### config.mk
export PLATFORM = sky130hd
export DESIGN_NAME = mem_access_stage
export DESIGN_NICKNAME = d
export VERILOG_FILES = /design/src/rtl/mem_access_stage_pkg.sv /design/src/rtl/mem_lane_align.sv /design/src/rtl/mem_access_stage.sv
export SDC_FILE = /design/constraint.sdc
export NUM_CORES = 1
export LEC_CHECK = 0
export CORE_ASPECT_RATIO = 2
export CORE_MARGIN = 3
export CORE_UTILIZATION = 34
export CTS_BUF_LIST = sky130_fd_sc_hd__clkbuf_8
export DETAILED_ROUTE_END_ITERATION = 12
export PLACE_DENSITY = 0.8
export SETUP_SLACK_MARGIN = 0.4
export SLEW_MARGIN = 20
export SYNTH_ARGS = -nofsm -noshare
export SYNTH_HDL_FRONTEND = slang
export SYNTH_SLANG_ARGS = --single-unit
### constraint.sdc
create_clock -name clk -period 2.6 [get_ports clk]
set_input_delay 0.39 -clock clk [delete_from_list [all_inputs] [get_ports clk]]
set_output_delay 0.39 -clock clk [all_outputs]
set_load 0.03 [all_outputs]
### src/rtl/mem_access_stage_pkg.sv
// rtl/mem_access_stage_pkg.sv - shared widths, ALU op codes and FSM states for the MEM stage
package mem_access_stage_pkg;

    localparam int REG_BUS_W      = 32;
    localparam int MEM_ADDR_BUS_W = 32;
    localparam int REG_ADDR_BUS_W = 5;
    localparam int ALU_OP_W       = 8;

    typedef logic [ALU_OP_W-1:0] alu_op_t;

    localparam alu_op_t OP_ADD = 8'h20;
    localparam alu_op_t OP_LB  = 8'hE0;
    localparam alu_op_t OP_LH  = 8'hE1;
    localparam alu_op_t OP_LW  = 8'hE3;
    localparam alu_op_t OP_LBU = 8'hE4;
    localparam alu_op_t OP_LHU = 8'hE5;
    localparam alu_op_t OP_SB  = 8'hE8;
    localparam alu_op_t OP_SH  = 8'hE9;
    localparam alu_op_t OP_SW  = 8'hEB;

    typedef enum logic [1:0] {
        ST_IDLE = 2'd0,
        ST_REQ  = 2'd1,
        ST_DONE = 2'd2
    } mem_state_e;

    function automatic logic is_load(input alu_op_t op);
        return op inside {OP_LB, OP_LH, OP_LW, OP_LBU, OP_LHU};
    endfunction

    function automatic logic is_store(input alu_op_t op);
        return op inside {OP_SB, OP_SH, OP_SW};
    endfunction

endpackage

### src/rtl/mem_lane_align.sv
// rtl/mem_lane_align.sv - byte-lane steering: store enables/replication, load extract/extend
module mem_lane_align
    import mem_access_stage_pkg::*;
#(
    parameter int DW = 32
)
(
    input  alu_op_t       aluop,
    input  logic [1:0]    addr_lo,
    input  logic [DW-1:0] rt_data,
    input  logic [DW-1:0] rdata,
    output logic [3:0]    be,
    output logic [DW-1:0] wdata,
    output logic [DW-1:0] load_data,
    output logic          misaligned
);

    logic [7:0]  byte_sel;
    logic [15:0] half_sel;

    // Little-endian lanes: byte n lives in rdata[8n+7:8n].
    assign byte_sel = rdata[{addr_lo, 3'b000} +: 8];
    assign half_sel = rdata[{addr_lo[1], 4'b0000} +: 16];

    always_comb begin
        be         = 4'b0000;
        wdata      = rt_data;
        load_data  = rdata;
        misaligned = 1'b0;
        case (aluop)
            OP_LB:  load_data = {{(DW-8){byte_sel[7]}}, byte_sel};
            OP_LBU: load_data = {{(DW-8){1'b0}}, byte_sel};
            OP_LH: begin
                load_data  = {{(DW-16){half_sel[15]}}, half_sel};
                misaligned = addr_lo[0];
            end
            OP_LHU: begin
                load_data  = {{(DW-16){1'b0}}, half_sel};
                misaligned = addr_lo[0];
            end
            OP_LW:  misaligned = |addr_lo;
            OP_SB: begin
                be    = 4'b0001 << addr_lo;
                wdata = {(DW/8){rt_data[7:0]}};
            end
            OP_SH: begin
                be         = 4'b0011 << {addr_lo[1], 1'b0};
                wdata      = {(DW/16){rt_data[15:0]}};
                misaligned = addr_lo[0];
            end
            OP_SW: begin
                be         = 4'b1111;
                misaligned = |addr_lo;
            end
            default: ;
        endcase
    end

endmodule

### src/rtl/mem_access_stage.sv
// rtl/mem_access_stage.sv - MEM stage: bus access FSM, load capture, write-back steering
// Optional feature macro: MEM_MISALIGN_TRAP_EN (misaligned accesses trapped instead of forced aligned).
module mem_access_stage
    import mem_access_stage_pkg::*;
#(
    parameter int DW = REG_BUS_W,
    parameter int AW = MEM_ADDR_BUS_W
)
(
    input  logic                      clk,
    input  logic                      rst,
    input  logic [REG_ADDR_BUS_W-1:0] mem_reg_waddr,
    input  logic                      mem_we,
    input  logic [DW-1:0]             mem_reg_wdata,
    input  logic [AW-1:0]             mem_mem_addr,
    input  alu_op_t                   mem_aluop,
    input  logic [DW-1:0]             mem_rt_data,
    input  logic [5:0]                stall,
    input  logic [DW-1:0]             bus_rdata,
    input  logic                      bus_ack,
    output logic                      bus_req,
    output logic                      bus_we,
    output logic [AW-1:0]             bus_addr,
    output logic [3:0]                bus_be,
    output logic [DW-1:0]             bus_wdata,
    output logic                      stallreq_mem,
    output logic [REG_ADDR_BUS_W-1:0] wb_reg_waddr,
    output logic                      wb_we,
    output logic [DW-1:0]             wb_reg_wdata,
    output logic                      misalign
);

    mem_state_e    state, state_next;
    logic [DW-1:0] load_capture;
    logic [3:0]    lane_be;
    logic [DW-1:0] lane_wdata, lane_load;
    logic          lane_misaligned;
    logic          op_load, op_store, trap;
    logic          unused_stall;

    assign op_load      = is_load(mem_aluop);
    assign op_store     = is_store(mem_aluop);
    assign unused_stall = ^{stall[5], stall[3:0]};

    mem_lane_align #(.DW(DW)) u_lane_align (
        .aluop      (mem_aluop),
        .addr_lo    (mem_mem_addr[1:0]),
        .rt_data    (mem_rt_data),
        .rdata      (bus_rdata),
        .be         (lane_be),
        .wdata      (lane_wdata),
        .load_data  (lane_load),
        .misaligned (lane_misaligned)
    );

`ifdef MEM_MISALIGN_TRAP_EN
    assign trap = (op_load || op_store) && lane_misaligned;
`else
    logic unused_misaligned;
    assign unused_misaligned = lane_misaligned;
    assign trap = 1'b0;
`endif

    always_ff @(posedge clk) begin
        if (rst) begin
            state        <= ST_IDLE;
            load_capture <= '0;
        end else begin
            state <= state_next;
            if (state == ST_REQ && bus_ack && op_load)
                load_capture <= lane_load;
        end
    end

    always_comb begin
        state_next   = state;
        bus_req      = 1'b0;
        bus_we       = 1'b0;
        bus_addr     = '0;
        bus_be       = 4'b0000;
        bus_wdata    = '0;
        stallreq_mem = 1'b0;
        wb_reg_waddr = mem_reg_waddr;
        wb_we        = mem_we;
        wb_reg_wdata = mem_reg_wdata;
        misalign     = 1'b0;
        case (state)
            ST_IDLE: begin
                if (trap) begin
                    wb_we    = 1'b0;
                    misalign = 1'b1;
                end else if (op_load || op_store) begin
                    stallreq_mem = 1'b1;
                    wb_we        = 1'b0;
                    state_next   = ST_REQ;
                end
            end
            ST_REQ: begin
                bus_req      = 1'b1;
                bus_we       = op_store;
                bus_addr     = {mem_mem_addr[AW-1:2], 2'b00};
                bus_be       = lane_be;
                bus_wdata    = op_store ? lane_wdata : '0;
                stallreq_mem = 1'b1;
                wb_we        = 1'b0;
                if (bus_ack)
                    state_next = ST_DONE;
            end
            ST_DONE: begin
                // Held here while MEM is stalled so the access is never re-issued.
                if (op_store)
                    wb_we = 1'b0;
                if (op_load)
                    wb_reg_wdata = load_capture;
                if (!stall[4])
                    state_next = ST_IDLE;
            end
            default: state_next = ST_IDLE;
        endcase
        if (rst) begin
            bus_req      = 1'b0;
            bus_we       = 1'b0;
            bus_addr     = '0;
            bus_be       = 4'b0000;
            bus_wdata    = '0;
            stallreq_mem = 1'b0;
            wb_reg_waddr = '0;
            wb_we        = 1'b0;
            wb_reg_wdata = '0;
            misalign     = 1'b0;
        end
    end

endmodule

==> summary.log <==
INFO  power_and_ir_drop p_int=1.25mW
INFO  detailed_routing drt-initial-drc-count=251
INFO  placement      globalplace.congestion=0.921
INFO  detailed_routing top_signal_layer_used=met4
INFO  die            dieWidth=75.0microns
INFO  die            std_cell_rows=49
INFO  sta            finalMaxSlewViolations=0
INFO  logic_synthesis synthesis.area_per_instance=7.22squm
INFO  sta            final_hold_viol_count=0
INFO  finish         area_growth_syn_to_layout=108%
INFO  finish         final_nets=874
INFO  die            die_area=0.0108sqmm
INFO  power_and_ir_drop max-vdd-ir-drop=0.000234V
INFO  grt            vias_in_the_first_global_route=4,462
INFO  logic_synthesis synthDistinctLibCells=44
INFO  run            maxCapViolations=0
INFO  min_path       hold_path_startpoint=load_capture[0]$_SDFFE_PP0P_
INFO  sta            rsz0062_at_grt=true
INFO  clocking       tritoncts=yes
INFO  placement      post-place-cells=802
INFO  grt            grt_first_pass_wirelength=23.2mm
INFO  logic_synthesis yosysTopAreaCellShare=21.0%
INFO  power_and_ir_drop power.switching_fraction=28.7%
INFO  setup_path     path_class=input pin to output pin
INFO  detailed_routing wl_met1=5.36mm
INFO  logic_synthesis synth.area.top_cells=dfxtp_1, mux2i_1, nand2_1, nor2_1, and2_1
INFO  detailed_routing drt_first_pass_iters=5
INFO  logic_synthesis synthesis.area=0.00324sqmm
INFO  finish         final_cells=827
INFO  clocking       cts-hold-fix-buffers=0
INFO  die            top_level_pins=261
INFO  min_path       worstHoldPathCells=2
INFO  detailed_routing met3_wirelength=1.39mm
INFO  finish         final_core_utilization=73.9%
INFO  logic_synthesis synth_compound_gate_area_share=21.7%
INFO  power_and_ir_drop power.share.combinational=35.9%
INFO  clocking       clockBufferDepth=2
INFO  sta            setup_viol=0
INFO  grt            gr-usage-all-layers=28.2%
INFO  die            core_area=0.00914sqmm
INFO  setup_path     worst_ep_required_time=2.21ns
INFO  logic_synthesis post-synth-top-count-cell=nand2_1
INFO  detailed_routing route.met2.wl=8.70mm
INFO  logic_synthesis ys_dominant_reg_cell=dfxtp_1
INFO  grt            grt_remaining_overflow=0
INFO  logic_synthesis async_reset_ff_share=0%
INFO  sta            setup_tns=0ns
INFO  die            effective_utilization_at_floorplan=35.5%
INFO  sta            relSlewSlack=66.2%
INFO  placement      detailed_place_hpwl=12.3mm
INFO  logic_synthesis synth.cells.most_frequent=nand2_1, nor2_1, mux2i_1
INFO  min_path       worstHoldEndpoint=load_capture[0]$_SDFFE_PP0P_
INFO  finish         num-fill-cells=696
INFO  detailed_routing vias=4,428
INFO  clocking       clock_transition_at_the_register_clock_pins_on_the_worst_setup_and_hold_paths_after_cts=0.08ns
INFO  setup_path     crit-reg2reg-launch=state[1]$_SDFFE_PP0P_
INFO  detailed_routing number_of_nets_with_antenna_violations_after_routing=0
INFO  grt            grt_antenna_before_repair=1
INFO  detailed_routing drc=0
INFO  power_and_ir_drop seq_pwr_share=29.7%
INFO  finish         final_cell_area=0.00675sqmm
INFO  logic_synthesis synth_adder_area_share=0%
INFO  logic_synthesis largest_family_of_logic_cells_by_synthesized_area=simple AND/OR/NAND/NOR gates
INFO  setup_path     timing.critical_path.arrival=1.95ns
INFO  power_and_ir_drop leakage=2.75nW
INFO  sta            worstMarginPinSlew=0.503ns
INFO  detailed_routing vias_per_cell=5.35
INFO  logic_synthesis synth_simple_gate_area_share=36.1%
INFO  setup_path     reg2reg_slack=0.73ns
INFO  clocking       insertion_delay=0.29ns
INFO  placement      dpl-instance-area=0.00609sqmm
INFO  min_path       hold_class=register to register
INFO  clocking       tritoncts.num_buffers=5
INFO  setup_path     cp_max_fo=4
INFO  logic_synthesis ys_ff_latch=34
INFO  clocking       cts_root_buffer=clkbuf_8
INFO  power_and_ir_drop clockPowerShare=34.4%
INFO  sta            fmax=0.427GHz
INFO  detailed_routing wire_per_inst=19.2microns
INFO  sta            fin_worst_hold_slack=0.516ns
INFO  power_and_ir_drop pwr_density_cell=260mW/mm^2
INFO  sta            fin_skew=0.00342ns
INFO  die            die_height=144microns
INFO  logic_synthesis synth_enable_flop_cells=0
INFO  detailed_routing wirelength=15.9mm
INFO  finish         drive_above_1_share=37.8%
INFO  setup_path     worstSetupStartpointType=input pin
INFO  outcome        run_status=finished, final reports clean
INFO  logic_synthesis synth_mux_area_share=13.4%
INFO  sta            post-route-min-period=2.34ns
INFO  clocking       clock_tree.htree_level_count=2
INFO  placement      port_buffers=252
INFO  logic_synthesis synthDominantAreaCellType=dfxtp_1
INFO  logic_synthesis ys.warnings.count=0
INFO  grt            largest_net_degree_at_the_start_of_global_routing=73
INFO  setup_path     critical_path.reg2reg.endpoint=load_capture[21]$_SDFFE_PP0P_
INFO  sta            portion_of_the_clock_cycle_consumed_by_the_worst_path_in_the_final_layout=90.1%
INFO  logic_synthesis synthesis.instances=449
INFO  setup_path     worst-r2r-cell-count=6
INFO  power_and_ir_drop power.net_switching=504uW
INFO  logic_synthesis post_synth_xor_area_fraction=0%
INFO  clocking       clock_sink_count=34
INFO  finish         storage_element_area=683squm
INFO  logic_synthesis ys_seq_area_share=21.0%
INFO  finish         area_of_the_multi_input_gates=0.00272sqmm
INFO  setup_path     timing.critical_path.to_type=output pin
==> power by group through the flow <==
| stage | Combinational [mW] | Clock, mW | Sequential, mW |
|---|---|---|---|
| 2_1_floorplan | 0.243 | 0 | 0.534 |
| 3_3_place_gp | 0.579 | 0 | 0.533 |
| 3_5_place_dp | 0.587 | 0 | 0.533 |
| 4_1_cts | 0.611 | 0.600 | 0.521 |
| 5_1_grt | 0.665 | 0.632 | 0.521 |
| 6_report | 0.630 | 0.603 | 0.521 |
==> cell families (layout without fill, tap and decap cells) <==
logic type | after synthesis | in the layout
AND/OR/NAND/NOR | 242 | 242
buffers and inverters | 48 | 321
flip-flops | 34 | 34
multiplexers | 42 | 42
other | 1 | 4
AO/OA/AOI/OAI | 82 | 82
==> routing by layer <==
layer  vias up  track usage [%]
met5         -                0
met4         0             7.60
met3        28             7.93
met2       224             54.0
met1      2053             28.5
li1       2123                -
==> critical path: stages <==
cell,delay [ns]
buf_6,0.09
nand4b_4,0.17
a2111oi_4,0.34
buf_6,0.16
buf_12,0.11
buf_16,0.11
buf_8,0.12
mux2i_4,0.22
nor2_2,0.07
buf_6,0.15
==> final cells by class <==
type                    instances  area share, %
multi-input cells             369           40.3
well taps                     102           1.89
diodes                          1         0.0371
inverters                       7          0.389
flip-flops and latches         34           10.1
clock buffers                   5           1.02
repair buffers                306           45.3
clock inverters                 3           1.02
==> metrics by stage <==
| step | setup WS, ns | power, mW |
|---|---|---|
| 4_1_cts | 0.249 | 1.73 |
| 5_1_grt | 0.211 | 1.82 |
| 3_3_place_gp | -0.332 | 1.11 |
| 3_5_place_dp | -0.361 | 1.12 |
| 6_report | 0.256 | 1.75 |
| 2_1_floorplan | 0.262 | 0.777 |
==> worst max-delay path by stage <==
stage | startpoint | to | slack [ns] | cells after the start
6_report | mem_aluop[4] | wb_reg_wdata[7] | 0.26 | 10
5_1_grt | mem_aluop[4] | wb_reg_wdata[0] | 0.21 | 10
4_1_cts | state[0]$_SDFFE_PP0P_ | wb_reg_wdata[22] | 0.25 | 8
3_5_place_dp | mem_aluop[7] | wb_reg_wdata[1] | -0.36 | 7
3_3_place_gp | mem_aluop[7] | wb_reg_wdata[1] | -0.33 | 7
2_1_floorplan | mem_aluop[1] | bus_wdata[20] | 0.26 | 5
==> flip-flops by register name (all words and copies together), names as in the netlist <==
register      count
state             2
load_capture     32
==> what timing repair did <==
action,in CTS,in global routing
cloned,5,0
endpoints found under the setup margin,85,69
pin swaps,9,16
resized for setup,174,36
buffers inserted,7,4
==> cells in the final DEF, fill, tap and decap left out, types with 9 or more instances in the layout <==
cell type and count:
mux2i_2 13, a21oi_1 9, mux2i_1 21, buf_12 15, nor2_1 40, nand2_1 75
nor2_2 30, a311oi_2 10, buf_6 38, nand3_1 15, buf_4 99, dfxtp_1 32
clkdlybuf4s50_1 141, and2_1 37, nor2b_1 9, a311oi_1 21
(Power assumes the default switching activity.)
==> patch (config.mk and constraints unchanged) <==
Remove the case item `OP_SB` of the case on `aluop`.
--- a/src/rtl/mem_lane_align.sv
+++ b/src/rtl/mem_lane_align.sv
@@ -39,10 +39,6 @@
                 misaligned = addr_lo[0];
             end
             OP_LW:  misaligned = |addr_lo;
-            OP_SB: begin
-                be    = 4'b0001 << addr_lo;
-                wdata = {(DW/8){rt_data[7:0]}};
-            end
             OP_SH: begin
                 be         = 4'b0011 << {addr_lo[1], 1'b0};
                 wdata      = {(DW/16){rt_data[15:0]}};
Check against the original RTL: not equivalent (a bounded check fails within 4 cycles, from zero or initial values and one cycle with rst high).
==> patch against the unedited design <==
  * Final area fell by 7.6%
  * Final cell count fell by 2.1%
  * Synthesized cell count rose by 1.3%
  * Via count did not move
  * Wire length rose by 5.2%
  * Largest power group unchanged
  * Sequential cell count did not move
  * Setup slack improved by 0.12 ns
  * Count of clock-buffer cells in the layout did not move
  * Highest routed layer is now met5
  * Power fell by 7.1%
  * Utilization rose by 0.25 points
  * Area after synthesis fell by 7.8%
==> patch: results (changes against the unedited design) <==
Run status
  • Outcome: finished clean (unchanged)

CTS
  • Post-CTS Setup Inserts: 6 (was 7)

Global route
  • Met1 usage: 0.3833 (was 0.2847)
  • M3 GR Usage: 0.08853 (was 0.07933)
  • Met2 Use GR: 0.5464 (was 0.5400)
  • Vias in the first global route: 4329 (was 4462)
  • Tot GR Track Use: 0.3228 (was 0.2821)
  • First-pass GRT wire length: 24710 um (was 23220 um)

Drt
  • Met3 wire length: 1927 um (was 1386 um)
  • Met1 wire length: 5982 um (was 5364 um)
  • Iter 0 DRT Violations: 464 (was 251)
  • Routed length per placed instance: 20.64 um (was 19.22 um)
  • DR top layer: met5 (was met4)
  • Met2 Routed Length: 8288 um (was 8695 um)
  • Via count: 4428 (unchanged)

Placement
  • Post-placement cell area: 5663 um^2 (was 6090 um^2)
  • Dpl cells: 790 (was 802)
  • Routability Congestion: 0.9633 (was 0.9213)
  • HPWL Detailed: 12820 um (was 12340 um)

Synth
  • Top cells by instance count after synthesis: 105 x nand2_1, 53 x nor2_1, 48 x and2_1, 45 x a21oi_1, 34 x dfxtp_1 (was 76 x nand2_1, 72 x nor2_1, 41 x mux2i_1, 38 x and2_1, 34 x dfxtp_1)
  • Cells after synthesis: 455 (was 449)
  • Synth top area cells: dfxtp_1 23%, nand2_1 13%, and2_1 10%, a21oi_1 7.5%, mux2i_1 7.0% (was dfxtp_1 21%, mux2i_1 13%, nand2_1 8.8%, nor2_1 8.3%, and2_1 7.3%)
  • Synth Area in Compound Gates: 0.2245 (was 0.2165)
  • Sequential fraction of the synthesis area: 0.2278 (was 0.2100)
  • Post-synth cell types: 49 (was 44)
  • Post-synth top flop: dfxtp_1 (unchanged)
  • Mux cell area share after synthesis: 0.07035 (was 0.1335)

Cells and area
  • Layout Nets: 861 (was 874)
  • Share of cells above drive strength 1: 0.3193 (was 0.3785)
  • # fillers: 678 (was 696)

Pwr
  • Total leakage power: 2.646 nW (was 2.746 nW)
  • Max VDD drop: 0.2125 mV (was 0.2342 mV)
  • Pwr dens: 261.3 nW/um^2 (was 259.7 nW/um^2)

Setup path
  • Crit-path max cell delay: 0.18 ns (was 0.34 ns)
  • RR Endpoint: load_capture[9] (was load_capture[21])
  • Critical path arrival: 1.83 ns (was 1.95 ns)
  • Worst reg2reg setup slack: 0.79 ns (was 0.73 ns)

Worst hold path
  • Hold path startpoint: load_capture[3] (was load_capture[0])
  • Min-Delay Endpoint: load_capture[3] (was load_capture[0])

STA
  • Skew final: 0.005300 ns (was 0.003420 ns)
-- patch: how the worst max path moves through the flow --
stage,cells after the start,endpoint,startpoint,slack [ns]
floorplan,4,stallreq_mem,mem_aluop[4],0.41
global placement,5,load_capture[10],mem_mem_addr[1],0.02
detailed placement,5,load_capture[10],mem_mem_addr[1],-0.03
CTS,11,wb_reg_wdata[18],mem_aluop[2],0.38
global route,11,wb_reg_wdata[21],mem_aluop[4],0.34
finish,11,wb_reg_wdata[18],mem_aluop[4],0.38
-- patch: final cells by class --
type / instances / share of cell area
Inverter: 4 / 0.003010
Tap cell: 98 / 0.01966
Clock inverter: 3 / 0.007223
Timing Repair Buffer: 287 / 0.4609
Clock buffer: 5 / 0.01104
Multi-Input combinational cell: 377 / 0.3866
Timing Repair inverter: 1 / 0.001204
Antenna cell: 1 / 0.0004013
Sequential cell: 34 / 0.1100
-- patch: report_power, final --
group / switching (mW) / internal [mW] / total (mW)
clock: 0.219 / 0.285 / 0.504
combinational: 0.274 / 0.329 / 0.603
sequential: 0.00120 / 0.520 / 0.522
-- patch: logic make-up after synthesis --
kind of cell | count (synthesis)
flip-flops | 34
AO/OA/AOI/OAI | 104
AND/OR/NAND/NOR | 249
multiplexers | 21
buffers and inverters | 46
other | 1
-- patch: stage by stage --
stage | util | power (mW) | setup TNS [ns] | worst slack, ns | hold slack [ns]
2_1_floorplan | - | 0.7601 | 0 | 0.4082 | 0.4322
3_3_place_gp | 0.6734 | 1.100 | 0 | 0.01538 | 0.4581
3_5_place_dp | 0.6734 | 1.108 | -0.1929 | -0.03406 | 0.4586
4_1_cts | 0.7335 | 1.620 | 0 | 0.3834 | 0.4689
5_1_grt | 0.7413 | 1.687 | 0 | 0.3372 | 0.5242
6_report | 0.7416 | 1.629 | 0 | 0.3753 | 0.5042
